--- config.mk ---
export PLATFORM = sky130hd
export DESIGN_NAME = rice_core_alu_arbiter
export DESIGN_NICKNAME = d
export VERILOG_FILES = /design/src/rtl/rice_core_alu_arbiter.sv
export SDC_FILE = /design/constraint.sdc
export NUM_CORES = 1
export LEC_CHECK = 0
export CORE_AREA = 2 2 186 188
export CTS_CLUSTER_SIZE = 28
export DETAILED_ROUTE_END_ITERATION = 6
export DIE_AREA = 0 0 188 190
export MAX_ROUTING_LAYER = met4
export PLACE_DENSITY_LB_ADDON = 0.2
export RECOVER_POWER = 25
export SYNTH_ARGS = -nofsm -noshare
export SYNTH_HDL_FRONTEND = slang
export SYNTH_SLANG_ARGS = --single-unit
--- constraint.sdc ---
create_clock -name i_clk -period 1.82 [get_ports i_clk]
set_input_delay 0.182 -clock i_clk [delete_from_list [all_inputs] [get_ports i_clk]]
set_output_delay 0.182 -clock i_clk [all_outputs]
set_load 0.005 [all_outputs]
--- src/rtl/rice_core_alu_arbiter.sv ---
// rice_core_alu_arbiter
// Shares one combinational ALU between REQUESTERS clients. Each cycle a
// round-robin grant picks one valid requester, its operands are steered to
// the ALU, and the ALU result is captured into a single result slot. The slot
// is returned to the requester that issued it and can be drained and refilled
// in the same cycle.
//
// Handshake semantics (both request and response channels):
//   A transfer happens on a rising edge when valid & ready are both high for
//   the same requester index. Ready never waits on the requester's own valid
//   (beyond choosing which requester is granted). A requester may drop valid
//   before its transfer without loss. Once a response is valid, the slot
//   holds its result and owner until that owner raises i_rsp_ready.
//
// The ALU command is carried as an opaque packed vector of OP_WIDTH bits
// (the packed form of rice_core_alu_operation); it is only steered, never
// decoded here.
module rice_core_alu_arbiter #(
    parameter int XLEN       = 32,
    parameter int REQUESTERS = 2,
    parameter int OP_WIDTH   = 8
) (
    input  logic                                 i_clk,
    input  logic                                 i_rst,
    input  logic [REQUESTERS-1:0]                i_req_valid,
    output logic [REQUESTERS-1:0]                o_req_ready,
    input  logic [REQUESTERS-1:0][XLEN-1:0]      i_req_pc,
    input  logic [REQUESTERS-1:0][XLEN-1:0]      i_req_rs1_value,
    input  logic [REQUESTERS-1:0][XLEN-1:0]      i_req_rs2_value,
    input  logic [REQUESTERS-1:0][XLEN-1:0]      i_req_imm_value,
    input  logic [REQUESTERS-1:0][OP_WIDTH-1:0]  i_req_alu_operation,
    output logic [XLEN-1:0]                      o_alu_pc,
    output logic [XLEN-1:0]                      o_alu_rs1_value,
    output logic [XLEN-1:0]                      o_alu_rs2_value,
    output logic [XLEN-1:0]                      o_alu_imm_value,
    output logic [OP_WIDTH-1:0]                  o_alu_operation,
    input  logic [XLEN-1:0]                      i_alu_result,
    output logic [REQUESTERS-1:0]                o_rsp_valid,
    input  logic [REQUESTERS-1:0]                i_rsp_ready,
    output logic [XLEN-1:0]                      o_rsp_result
);

    // Index width for owner and round-robin pointer; at least one bit so a
    // single-requester build still has a (constant zero) pointer.
    localparam int IDX_W = (REQUESTERS > 1) ? $clog2(REQUESTERS) : 1;

    // Result slot state
    logic              full_q,   full_d;
    logic [IDX_W-1:0]  owner_q,  owner_d;
    logic [XLEN-1:0]   result_q, result_d;
    logic [IDX_W-1:0]  ptr_q,    ptr_d;

    // Arbitration / handshake terms
    logic              any_valid;
    logic [IDX_W-1:0]  grant_idx;
    logic              slot_free;
    logic              xfer;

    // Round-robin search: first valid requester at or above the pointer,
    // wrapping from REQUESTERS-1 back to 0.
    always_comb begin
        int               idx;
        logic [IDX_W-1:0] cand;
        any_valid = 1'b0;
        grant_idx = '0;
        idx       = 0;
        cand      = '0;
        for (int i = 0; i < REQUESTERS; i++) begin
            idx = int'(ptr_q) + i;
            if (idx >= REQUESTERS) begin
                idx = idx - REQUESTERS;
            end
            cand = IDX_W'(idx);
            if (!any_valid && i_req_valid[cand]) begin
                any_valid = 1'b1;
                grant_idx = cand;
            end
        end
    end

    // The slot can take a new result when empty, or when its current owner
    // is draining it this cycle. Only the owner's rsp_ready is looked at.
    assign slot_free = ~full_q | i_rsp_ready[owner_q];
    assign xfer      = any_valid & slot_free & ~i_rst;

    // Next-state: capture on transfer, otherwise empty the slot on drain.
    always_comb begin
        full_d   = full_q;
        owner_d  = owner_q;
        result_d = result_q;
        ptr_d    = ptr_q;
        if (xfer) begin
            full_d   = 1'b1;
            owner_d  = grant_idx;
            result_d = i_alu_result;
            if (grant_idx == IDX_W'(REQUESTERS - 1)) begin
                ptr_d = '0;
            end else begin
                ptr_d = grant_idx + IDX_W'(1);
            end
        end else if (full_q && i_rsp_ready[owner_q]) begin
            full_d = 1'b0;
        end
    end

    // State register; reset discards any pending result immediately.
    always_ff @(posedge i_clk or posedge i_rst) begin
        if (i_rst) begin
            full_q   <= 1'b0;
            owner_q  <= '0;
            result_q <= '0;
            ptr_q    <= '0;
        end else begin
            full_q   <= full_d;
            owner_q  <= owner_d;
            result_q <= result_d;
            ptr_q    <= ptr_d;
        end
    end

    // Outputs: one-hot ready for the granted requester, one-hot response
    // valid for the owner, and the granted operands steered to the ALU.
    always_comb begin
        o_req_ready = '0;
        if (xfer) begin
            o_req_ready[grant_idx] = 1'b1;
        end
        o_rsp_valid = '0;
        if (full_q) begin
            o_rsp_valid[owner_q] = 1'b1;
        end
        o_rsp_result    = result_q;
        o_alu_pc        = '0;
        o_alu_rs1_value = '0;
        o_alu_rs2_value = '0;
        o_alu_imm_value = '0;
        o_alu_operation = '0;
        if (any_valid) begin
            o_alu_pc        = i_req_pc[grant_idx];
            o_alu_rs1_value = i_req_rs1_value[grant_idx];
            o_alu_rs2_value = i_req_rs2_value[grant_idx];
            o_alu_imm_value = i_req_imm_value[grant_idx];
            o_alu_operation = i_req_alu_operation[grant_idx];
        end
    end

endmodule

[Word-level counts from Yosys, hierarchy flattened]
Index checks and enable logic that the tools add are counted.
Widths: inputs -> output; s select.
Word-level totals
  bits in registers: 35
Operators by class
  reductions and logical operators: 6
  $add $sub $neg: 4
  bitwise gates (word level): 5
  $lt $le $gt $ge: 8
  muxes and demuxes: 36
Operators by type and width (count)
  $mux 32: 12
  $mux 8: 3
  $mux 1: 17
  $lt 1x2->1 const B: 4
  $logic_and 1x1->1: 4
  $mux 2: 2
  $add 1x1->2 const B: 1
  $and 1x1->1: 2
  $demux 1 s1: 2
  $ge 1x1->1 const B: 2
  $ge 1x2->1 const B: 1
  $ge 2x2->1 const B: 1
  $not 1->1: 2
  $reduce_bool 2->1: 1
  $sub 1x1->1 const B: 2
  $add 1x1->1 const B: 1
  $logic_not 1->1: 1
  $or 1x1->1: 1

[Depth between registers and ports, before layout]
  word-level depth: 13
  depth in mapped cells: 5
  gate-level depth less buffers: 3

[Worst setup path after synthesis]
OpenSTA, ideal clock, no wires.
  path type: register to register
  start: register owner_q
  end: register result_q[0] (netlist: o_rsp_result[0])
  buffers on the path: 1
  path slack: 0.355 ns
  stages on the path, launching flop included: 5
  arrival: 1.340 ns
  required time: 1.695 ns
  path through: dfrtp_1 -> mux2i_1 -> a21oi_4 -> buf_6 -> mux2_2
Between the ends
  cells in the longest elaborated chain, start to end: 5
RTL lines
  start, declared: line 49  | logic [IDX_W-1:0] owner_q, owner_d;
  start signal, assigned: line 115  | owner_q <= owner_d;
  $mux 1 (implied by the code) (2 in series): line 83  | assign slot_free = ~full_q | i_rsp_ready[owner_q];
  $or 1x1->1: line 83
  $and 1x1->1 (2 in series): line 84  | assign xfer = any_valid & slot_free & ~i_rst;
  end signal, assigned: line 116  | result_q <= result_d;
  end, declared: line 50  | logic [XLEN-1:0] result_q, result_d;
Every way passes these cells. The select of a mux whose other input is x is not followed.
A chain may end at the register's enable or synchronous reset.

[Final worst setup path]
  start: register ptr_q
  end: output port o_alu_imm_value[19]
Between the ends
  cells in the longest elaborated chain, start to end: 11
  elaborated cells between the ends (all ways): 20
RTL lines
  start, declared: line 51  | logic [IDX_W-1:0] ptr_q, ptr_d;
  start signal, assigned: line 117  | ptr_q <= ptr_d;
  $ge 1x2->1 or $sub 1x1->1 (tied branches): line 70, 71
  $mux 1: line 70  | if (idx >= REQUESTERS) begin
  $mux 1 (implied by the code) (2 in series): line 74  | if (!any_valid && i_req_valid[cand]) begin
  $mux 1: line 74
  $logic_not 1->1: line 74
  $logic_and 1x1->1: line 74
  $mux 1: line 74
  $mux 32 (implied by the code) (2 in series): line 142  | o_alu_imm_value = i_req_imm_value[grant_idx];
  $mux 32 (*): line 138  | if (any_valid) begin
  end, declared: line 35  | output logic [XLEN-1:0] o_alu_imm_value,
Every way passes the cells marked *; elsewhere a longest branch is shown, timed or not. The select of a mux whose other input is x is not followed.

==> impl_metrics.ini <==
[global_route]
grt_max_degree = 54
grt_pass1_wl_um = 30600
use_met1_pct = 12.7
use_met2_pct = 21.1
grt_usage_pct = 11.3
grt_remaining_overflow = 0
grt_pass1_vias = 5277
grt_use_met3_pct = 2.18
antenna_found_initial = 0
busiest_layer = met2

[finish]
drive_gt1_share_pct = 27.0
layout_common_cells = clkdlybuf4s50_1, inv_1, nand2_1, mux2i_1, buf_2
final_cells = 1540
final-seq-area_sq_um = 876
multi_input_area_sq_mm = 0.00246
n_fill_cell = 3711
syn_to_final_growth_pct = 156
nets = 1394
diodes = 0
layout_commonest_cell = clkdlybuf4s50_1

[placed_design]
place_congestion = 0.800
pre_cts_ws_ps = -429
dp_hpwl_um = 17900
dp.cells = 1463
io_buffers = 481

[cts]
cts_buffers = 5
clk_path_buf_depth = 2
cts_tree = yes
cts_hold_buf = 0
htreeDepth = 2
clkTransAtPathRegs_ps = 60
root_buffer = clkbuf_16
worstSkewPairLatency_ps = 280
clock_sinks = 35

[routing]
final_antenna_net_count = 0
drtIter0Drc = 65
drt-wirelength-per-cell_um = 14.5
first_pass_iters = 4
dr_total_vias = 5318
drc_errors = 0
vias_per_cell = 3.45
totalWireLength_um = 22400

[sta]
max-slew-margin-rel_pct = 37.1
post-route-min-period_ps = 2070
worst_slack_ps = -245
tightest_slew_ps = 944
period_share_pct = 113
finalSetupViolCount = 116
rsz0062_at_grt = yes
finalHoldViolations = 0
fmax_mhz = 484
slew_violations = 0
skew_ps = 2.10

[floorplanning]
initial_utilization_pct = 11.6
die_x_um = 188
io_pins = 482
die-area_sq_mm = 0.0357
die_h_um = 190
core_sq_mm = 0.0339
row_count = 68

[critical_path]
critPathLaunch = ptr_q
required_ps = 1640
endpoint = o_alu_imm_value[19]
worstReg2RegStart = owner_q
rr_worst_depth = 4
cp-end-kind = output pin
timing.setup.critical_path_class = flop to output pin
cp-start-kind = flop
worstPathMaxFanout = 7
rrSetupSlack_ps = 220
arrival_ps = 1880
worstReg2RegEnd = o_rsp_result[26]

[yosys]
ys_warn_count = 0
ys_types = 20
synth_cells = 526
synth_nets = 836
synth_area_sq_mm = 0.00394
ys_seq_area_share_pct = 22.2
synth_seq_cells = 35
synth.avg_cell_area_sq_um = 7.49

[flow_run]
maxCapViolCount = 0

[hold_path]
hold_class = flop to flop

[run_status]
outcome = finished, violations left
violations = negative setup slack

[pwr]
peakVddDrop_uv = 413
power_leakage_nw = 5.33
powerDensity_mw_per_mm2 = 520
==> Yosys cell counts (all sizes together) <==
cell type | count | area [sq um]
inv | 139 | 522
nand2 | 138 | 518
mux2i | 137 | 1370
dfrtp | 35 | 876
mux2 | 33 | 379
buf | 21 | 148
clkbuf | 12 | 45.0
a21oi | 2 | 21.3
and2 | 2 | 12.5
nor2b | 2 | 12.5
o21ai | 2 | 10.0
and2b | 1 | 7.51
o21bai | 1 | 7.51
o2bb2a | 1 | 10.0
==> metrics by stage <==
step / hold slack [ps] / utilization [%] / setup TNS (ps) / area (sq um) / power [mW]
after global placement: 487 / 28.0 / -36580 / 9510 / 4.05
after global routing: 514 / 29.7 / -23770 / 10100 / 5.60
after detailed placement: 496 / 28.0 / -36980 / 9510 / 4.05
after CTS: 427 / 28.4 / -36210 / 9650 / 5.03
final: 502 / 29.7 / -13910 / 10100 / 5.25
after floorplan: 330 / - / 0 / 3940 / 2.02
==> what timing repair did <==
item                       in CTS  in global routing
cloned                          0                  7
pin swaps                       0                  1
setup endpoints to repair     138                138
resized for setup             163                378
setup buffers                   2                 63
hold endpoints to repair        0                  0
==> per-layer routing <==
metal	wire, um	part of all wire [%]
met5	0	0
met4	148	0.66
met3	1390	6.2
met2	11800	53
met1	9040	40
==> sequential cells by signal (all words and copies together), names as in the netlist <==
signal and flops:
ptr_q 1, full_q 1, o_rsp_result 32, owner_q 1
==> worst min path at each step <==
stage                        to             start  cells past startpoint  slack (ps)
2_1_floorplan  o_rsp_result[25]  i_alu_result[25]                      1         330
3_3_place_gp   o_rsp_result[26]  o_rsp_result[26]                      1         490
3_5_place_dp   o_rsp_result[13]  o_rsp_result[13]                      1         500
4_1_cts         o_rsp_result[3]             i_rst                      3         430
5_1_grt        o_rsp_result[19]  i_alu_result[19]                      2         510
6_report       o_rsp_result[24]  o_rsp_result[24]                      1         500
==> final cells by class <==
cell class                 count  share of cell area [%]
timing repair buffer         584                    54.4
inverter                     139                    5.17
multi-input combinational    319                    24.4
tap                          455                    5.64
clock buffer                   5                    1.24
clock inverter                 3                   0.434
sequential                    35                    8.68
==> cell families after synthesis <==
family,share of synthesized area [%]
mux,44.4
flops,22.2
buf+inv,18.1
compound gates,1.24
simple gates,14.0
==> power breakdown <==
part / internal, mW / switching (mW)
Combinational: 2.14 / 1.10
Clock: 0.645 / 0.326
Sequential: 0.949 / 0.0932
==> worst max-delay path, cell delays in order (launching register included) <==
cell     delay, ps
dfrtp_1        400
o21ai_4        250
buf_6          140
buf_12         120
buf_12         120
buf_12         100
buf_8          110
mux2i_4        220
buf_2          140
Power figures use the tool's default switching activity.
